**src/rtl/fifo_read_unpacker_pkg.sv**
```systemverilog
// Shared definitions for the async-FIFO read-side unpacker: FIFO word width,
// beat-count helpers and the read FSM state encoding.
package fifo_rd_pkg;

   localparam int DW = 140;

   typedef enum logic [1:0] {
      IDLE,
      RD,
      CAP,
      SEND
   } rd_state_t;

   function automatic int nbeats(input int dw, input int ow);
      return (dw + ow - 1) / ow;
   endfunction

   // Width of the final, possibly partial, beat of a word.
   function automatic int last_vbits(input int dw, input int ow);
      return dw - (nbeats(dw, ow) - 1) * ow;
   endfunction

endpackage

```
**src/rtl/fifo_read_unpacker.sv**
```systemverilog
// Read-side consumer of the async FIFO: pops one word at a time, then streams
// it LSB-first as OUT_W-bit beats over a valid/ready interface.
module fifo_read_unpacker #(
   parameter int DW    = fifo_rd_pkg::DW,
   parameter int OUT_W = 32,
   parameter int CNT_W = 16
) (
   input  logic                       clk_out,
   input  logic                       rst,
   input  logic                       fifo_empty,
   input  logic [DW-1:0]              data_from_fifo,
   output logic                       fifo_r_enable,
   output logic [OUT_W-1:0]           out_data,
   output logic                       out_valid,
   input  logic                       out_ready,
   output logic                       out_last,
   output logic [$clog2(OUT_W+1)-1:0] out_vbits,
   output logic [CNT_W-1:0]           word_cnt,
   output logic                       busy
);
   import fifo_rd_pkg::*;

   localparam int NBEATS  = nbeats(DW, OUT_W);
   localparam int LAST_VB = last_vbits(DW, OUT_W);
   localparam int VB_W    = $clog2(OUT_W + 1);
   localparam int BIDX_W  = (NBEATS > 1) ? $clog2(NBEATS) : 1;
   localparam int PAD_W   = NBEATS * OUT_W;

   rd_state_t         state_q, state_d;
   logic [BIDX_W-1:0] beat_q,  beat_d;
   logic [DW-1:0]     cap_q,   cap_d;
   logic [CNT_W-1:0]  cnt_q,   cnt_d;

   logic [PAD_W-1:0]  cap_pad;
   logic [OUT_W-1:0]  beat_w [NBEATS];
   logic              in_send;
   logic              is_last;

   // Zero-extend so the top beat reads 0 above bit DW-1.
   assign cap_pad = PAD_W'(cap_q);

   for (genvar g = 0; g < NBEATS; g++) begin : g_beat
      assign beat_w[g] = cap_pad[g*OUT_W +: OUT_W];
   end

   assign in_send = (state_q == SEND);
   assign is_last = (beat_q == BIDX_W'(NBEATS - 1));

   always_comb begin
      state_d = state_q;
      beat_d  = beat_q;
      cap_d   = cap_q;
      cnt_d   = cnt_q;
      case (state_q)
         IDLE: begin
            if (!fifo_empty) begin
               state_d = RD;
            end
         end
         RD: begin
            state_d = CAP;
         end
         CAP: begin
            cap_d   = data_from_fifo;
            beat_d  = '0;
            state_d = SEND;
         end
         SEND: begin
            if (out_ready) begin
               if (is_last) begin
                  cnt_d   = cnt_q + CNT_W'(1);
                  state_d = IDLE;
               end else begin
                  beat_d = beat_q + BIDX_W'(1);
               end
            end
         end
         default: begin
            state_d = IDLE;
         end
      endcase
   end

   always_ff @(posedge clk_out) begin
      if (rst) begin
         state_q <= IDLE;
         beat_q  <= '0;
         cap_q   <= '0;
         cnt_q   <= '0;
      end else begin
         state_q <= state_d;
         beat_q  <= beat_d;
         cap_q   <= cap_d;
         cnt_q   <= cnt_d;
      end
   end

   // All outputs decode the state register only, so nothing combinational
   // leaks from fifo_empty or out_ready to the outputs.
   assign fifo_r_enable = (state_q == RD);
   assign out_valid     = in_send;
   assign out_data      = in_send ? beat_w[beat_q] : '0;
   assign out_last      = in_send && is_last;
   assign out_vbits     = !in_send ? '0 : (is_last ? VB_W'(LAST_VB) : VB_W'(OUT_W));
   assign word_cnt      = cnt_q;
   assign busy          = (state_q != IDLE);

endmodule

```
**config.mk**
```make
export PLATFORM = sky130hd
export DESIGN_NAME = fifo_read_unpacker
export DESIGN_NICKNAME = d
export VERILOG_FILES = /design/src/rtl/fifo_read_unpacker_pkg.sv /design/src/rtl/fifo_read_unpacker.sv
export SDC_FILE = /design/constraint.sdc
export NUM_CORES = 1
export LEC_CHECK = 0
export CAP_MARGIN = 10
export CORE_ASPECT_RATIO = 1.2
export CORE_MARGIN = 3
export CORE_UTILIZATION = 60
export DETAILED_ROUTE_END_ITERATION = 8
export DONT_BUFFER_PORTS = 1
export PLACE_DENSITY = 0.76
export SYNTH_ARGS = -nofsm -noshare
export SYNTH_HDL_FRONTEND = slang
export SYNTH_SLANG_ARGS = --single-unit
```
**constraint.sdc**
```tcl
create_clock -name clk_out -period 2.7 [get_ports clk_out]
set_input_delay 0.675 -clock clk_out [delete_from_list [all_inputs] [get_ports clk_out]]
set_output_delay 0.675 -clock clk_out [all_outputs]
set_load 0.01 [all_outputs]
```
### Word-level counts from Yosys, hierarchy flattened

Index checks and enable logic that the tools add are counted.

* register bits after elaboration: 161
* latch bits: 0
* bits in writable memories: 0
* memory bits (read-only): 0
* input bits: 144
* output and inout port bits: 58
* memories: 0

* add/subtract/negate cells: 2
* multipliers: 0
* div/mod/pow operators: 0
* order comparisons: 1
* equal/unequal tests: 8
* shift-type cells: 0
* multiplexer cells: 13
* bitwise gates (word level): 1
* reductions and logical operators: 7

Operators with widths (number)
* $bmux W32 S3: 1
* $mux W32: 3
* $add A16 B1 Y16 const B: 1
* $mux W6: 2
* $reduce_and A3 Y1: 3
* $pmux W2 S4: 1
* $mux W2: 3
* $mux W3: 2
* $ne A2 B2 Y1 const B: 3
* $pmux W3 S2: 1
* $eq A2 B2 Y1 const B: 2
* $ge A4 B4 Y1 const B: 1
* $not A3 Y4: 1
* $reduce_bool A2 Y1: 2
* $add A3 B1 Y3 const B: 1
* $eq A3 B3 Y1 const B: 1
* $eq A2 B1 Y1 const B: 1
* $logic_not A2 Y1: 1
* $ne A2 B1 Y1 const B: 1
* $logic_and A1 B1 Y1: 1

### Logic depth before layout (Yosys ltp)

* word-level depth: 5
* gate-level depth with buffers: 9
* mapped depth without buffers: 6

### Worst setup path after synthesis

No wires, ideal clock.

* path kind: register -> output
* from: register beat_q[1]
* to: output out_vbits[5]
* data arrival time: 1.594 ns
* data required time: 2.025 ns
* slack: 0.431 ns
* stages on the path, launching flop included: 6
* buffers on the path: 2
* path through: dfxtp_1 -> clkbuf_1 -> buf_1 -> inv_1 -> ha_1 -> a21boi_0

* longest elaborated chain between the ends: 3

Ends and longest elaborated chain
* start, declared: RTL line fifo_read_unpacker.sv:30 `logic [BIDX_W-1:0] beat_q, beat_d;`
* start signal, assigned: RTL line fifo_read_unpacker.sv:92 `beat_q <= beat_d;`
* $eq A3 B3 Y1: RTL line fifo_read_unpacker.sv:47 `assign is_last = (beat_q == BIDX_W'(NBEATS - 1));`
* $mux W6 (2 in a row): RTL line fifo_read_unpacker.sv:104 `assign out_vbits = !in_send ? '0 : (is_last ? VB_W'(LAST_VB) : VB_W'(OUT_W));`
* end, declared: RTL line fifo_read_unpacker.sv:17 `output logic [$clog2(OUT_W+1)-1:0] out_vbits,`

No other way between the ends.

### Final worst setup path

* from: register beat_q[0]
* to: output out_data[4]

* longest elaborated chain between the ends: 5

Ends and longest elaborated chain
* $not A3 Y4 (implied by the code): RTL line fifo_read_unpacker.sv:102 `assign out_data = in_send ? beat_w[beat_q] : '0;`
* $bmux W32 S3: RTL line fifo_read_unpacker.sv:102
* $mux W32 (implied by the code) (2 in a row): RTL line fifo_read_unpacker.sv:102
* $mux W32: RTL line fifo_read_unpacker.sv:102
* end, declared: RTL line fifo_read_unpacker.sv:13 `output logic [OUT_W-1:0] out_data,`

No other way between the ends. The select of a mux whose other input is x is not followed.

==> impl_results.md <==
* Worst slew margin relative to its limit at 0.5512
* Vertical extent of the die at approximately 120 um
* Register area share after synthesis at 0.4554
* Fraction of layout cells with a size suffix above 1 at 0.1190
* Clock transition at the register clock pins on the worst setup and hold paths after CTS at ~60 ps
* Clock tree root buffer cell: sky130_fd_sc_hd__clkbuf_16
* Global placer's final weighted congestion at 0.7836
* Total global routing track utilization at 0.2402
* Worst Hold Slack at 338.6 ps
* Sequential Power Share at 0.417
* Async set-reset flop share out of synthesis at 0
* Violation count after the first detailed-routing iteration at 388
* R2r worst-path depth at 5
* Pin count of the biggest net entering global routing at approximately 160
* Setup-violating endpoint count in the final report at 0
* Number of cells traversed by the worst hold path at 1
* CTS buffer count at 17
* Post-synth EDFFs at 0
* Total of flip-flops plus latches after synthesis at 161
* Multi-input combinational cell area at about 3600 um2
* Routed Wire Length at 15670 um
* HPWL Detailed at 10840 um
* Critical Path Fanout Max at 10
* Switching part of the total at 0.2785
* Final critical delay including setup and external delays at 2560 ps
* Final layout net count at 805
* Worst endpoint data arrival time at 1880 ps
* Number of routed nets with antenna violations at 0
* Detail-routed net length per standard cell at about 19 um
* Effective utilization at floorplan at 0.6264
* Setup TNS at 0 ps
* Maximum clock path buffer count at 2
* Final-report max-slew violation count at 0
* Core Area at 11300 um2
* Number of instances in the synthesized netlist at 675
* DR vias at 4842
* Buffers & Inverters on Critical Path at 1
* Die area at 13140 um2
* Worst Path Required at a little over 2000 ps
* Hold-fix buffers at CTS at 0
* H-tree level count at 4
* Horizontal die dimension at 105.1 um
* Vias in the first global route at roughly 5000
* CP max-delay cell: sky130_fd_sc_hd__mux4_2
* DRC violation count after routing at 0
* Final antenna diode count at 0
* I/O pin count at 202
* Global-route wire length before repair at around 25000 um
* Num rows at 42
* Post-Synthesis Cell Area at 7077 um2
* Internal power consumption at between 5 and 6 mW
* Worst Clk Skew at 7.348 ps
* Top Family by Delay on Critical Path: multiplexers
* Fill cell total of the finished layout at 843
* Number of endpoints with negative hold slack in the final report at 0
* Class of the most critical hold timing path: input pin to flop
* Clock network fraction of total power at 0.324
* Signed area change from the synthesized netlist to the final layout at 10.08%
* Worst supply voltage drop on vdd at 0.6187 mV
* Remaining global-route overflow at 0
* Antenna violations before repair at 0
* Leakage at 2.759 nW
* Power Density at between 900 and 1000 nW/um2
* Mean cell area of the mapped netlist at 10.48 um2
* RSZ-0062 raised after global routing: no
* Crit share post-route at 0.9480
* Comb power frac at 0.258
* Number of distinct standard cells referenced by the synthesized netlist at 40
* Worst stage delay on the critical path at roughly 500 ps
* Clock tree from TritonCTS: yes
* Slew at the pin closest to its max-slew limit at 667.2 ps
* Clk Latency, worst-skew pair at approximately 400 ps
* Classification of the worst setup path: flop to output port
* Worst Setup End Kind: output port
* Total of max-cap violations at 0
* Warnings from Yosys at 0
* Worst Setup Start Kind: flop
* I/O Buffers at 0
* Result of the run: completed
* Achievable Freq at 0.3907 GHz
* Cell-by-cell trace of the critical path: buf_12 > mux4_2 > a22oi_1 > nor2b_1
* Most used flip-flop cell after synthesis: sky130_fd_sc_hd__dfxtp_1
* First drt pass iteration count at 4
* Number of stages on the worst setup path at 4
* Top library cells by usage in the layout, fill and taps aside: 159 x sky130_fd_sc_hd__dfxtp_1, 153 x sky130_fd_sc_hd__nor2_1, 142 x sky130_fd_sc_hd__mux2i_1
* CTS sink cnt at 161
* Via density per instance at ~6
* Sequential cell area at 3228 um2
* Switching pwr at 1.989 mW
* Final total power at 7.141 mW
* Commonest non-fill, non-tap cell in the layout: sky130_fd_sc_hd__dfxtp_1
-- per-layer routing --
metal | GRT usage | part of all wire | up-vias
met5 | 0 | 0 | -
met4 | 0.1019 | 0.022 | 0
met3 | 0.08557 | 0.081 | 28
met2 | 0.3955 | 0.49 | 182
met1 | 0.2842 | 0.40 | 2334
li1 | - | - | 2298
-- sequential cells by signal (all words and copies together), names as in the netlist --
register	cells
beat_q	3
cap_q	140
state_q	2
word_cnt	16
-- cells by family (layout without fill, tap and decap cells) --
group                    Yosys count  in the layout  synth area share
AND/OR/NAND/NOR                  223            223            0.1436
multiplexers                     174            174            0.3027
flip-flops                       161            161            0.4554
buffers and inverters             68             55           0.04173
AO/OA/AOI/OAI                     29             29           0.02829
XOR/XNOR                          11             11           0.01361
adder cells (fa/ha/maj)            8              8           0.01414
other                              1              3         0.0005299
-- cells in the mapped netlist (all sizes together), types with 2 or more instances --
cell    number  area (um2)
xnor2        7       61.31
or3          3       23.77
a21o         2       15.01
nor2b       12       75.07
o21ai        2       10.01
mux4        32       720.7
dfxtp      161        3223
clkbuf      31       116.4
nor2       153       574.3
nand2        6       22.52
nor4         4       25.02
nand4        7       58.81
nor3         4       20.02
and3        23       143.9
ha           8       100.1
a22oi       13       97.59
nand3        5       25.02
mux2i      142        1421
inv         12       45.04
buf         25       133.9
a21oi        6       30.03
xor2         4       35.03
-- cell type report --
type                    count  share of cell area
multi-input cells         448              0.4606
well taps                 154             0.02474
repair buffers             13             0.02104
inverters                  12            0.005782
clock inverters             6             0.01028
flip-flops and latches    161              0.4144
clock buffers              24             0.06312
-- worst paths after layout --
check	from	endpoint	slack, ps
worst max-delay path	beat_q[0]$_SDFFE_PP0P_	out_data[4]	140
worst min-delay path	rst	cap_q[40]$_SDFFE_PP0N_	340
worst max register to register	state_q[1]$_SDFFE_PP0P_	word_cnt[14]$_SDFFE_PP0P_	510
worst min register to register	cap_q[86]$_SDFFE_PP0N_	cap_q[86]$_SDFFE_PP0N_	490
-- timing repair --
item	CTS	global route
endpoints found under the setup margin	10	3
setup buffers	0	0
gates resized for setup	1	2
-- worst reg2reg max path, delay by kind of cell, from the launching register on --
kind | cells | cell delay [ps]
AO/OA/AOI/OAI | 1 | 170
adder cells (fa/ha/maj) | 1 | 370
flip-flops | 1 | 440
AND/OR/NAND/NOR | 3 | 1160
-- metrics by stage --
step | cell area, um2 | worst slack (ps) | instances | utilization
2_1_floorplan | 7084 | 431.2 | 677 | -
3_5_place_dp | 7207 | 383.8 | 788 | 0.6379
4_1_cts | 7781 | 54.29 | 818 | 0.6887
6_report | 7790 | 140.5 | 818 | 0.6895
3_3_place_gp | 7207 | 414.3 | 788 | 0.6379
5_1_grt | 7790 | 33.08 | 818 | 0.6895
-- power by group through the flow --
stage	clock network, mW	registers (mW)	logic [mW]
after floorplan	0	2.93	1.61
after global placement	0	3.00	1.78
after detailed placement	0	3.02	1.85
after CTS	2.36	2.98	1.85
after global routing	2.48	3.02	2.01
final	2.32	2.98	1.85
Power figures use the tool's default switching activity.
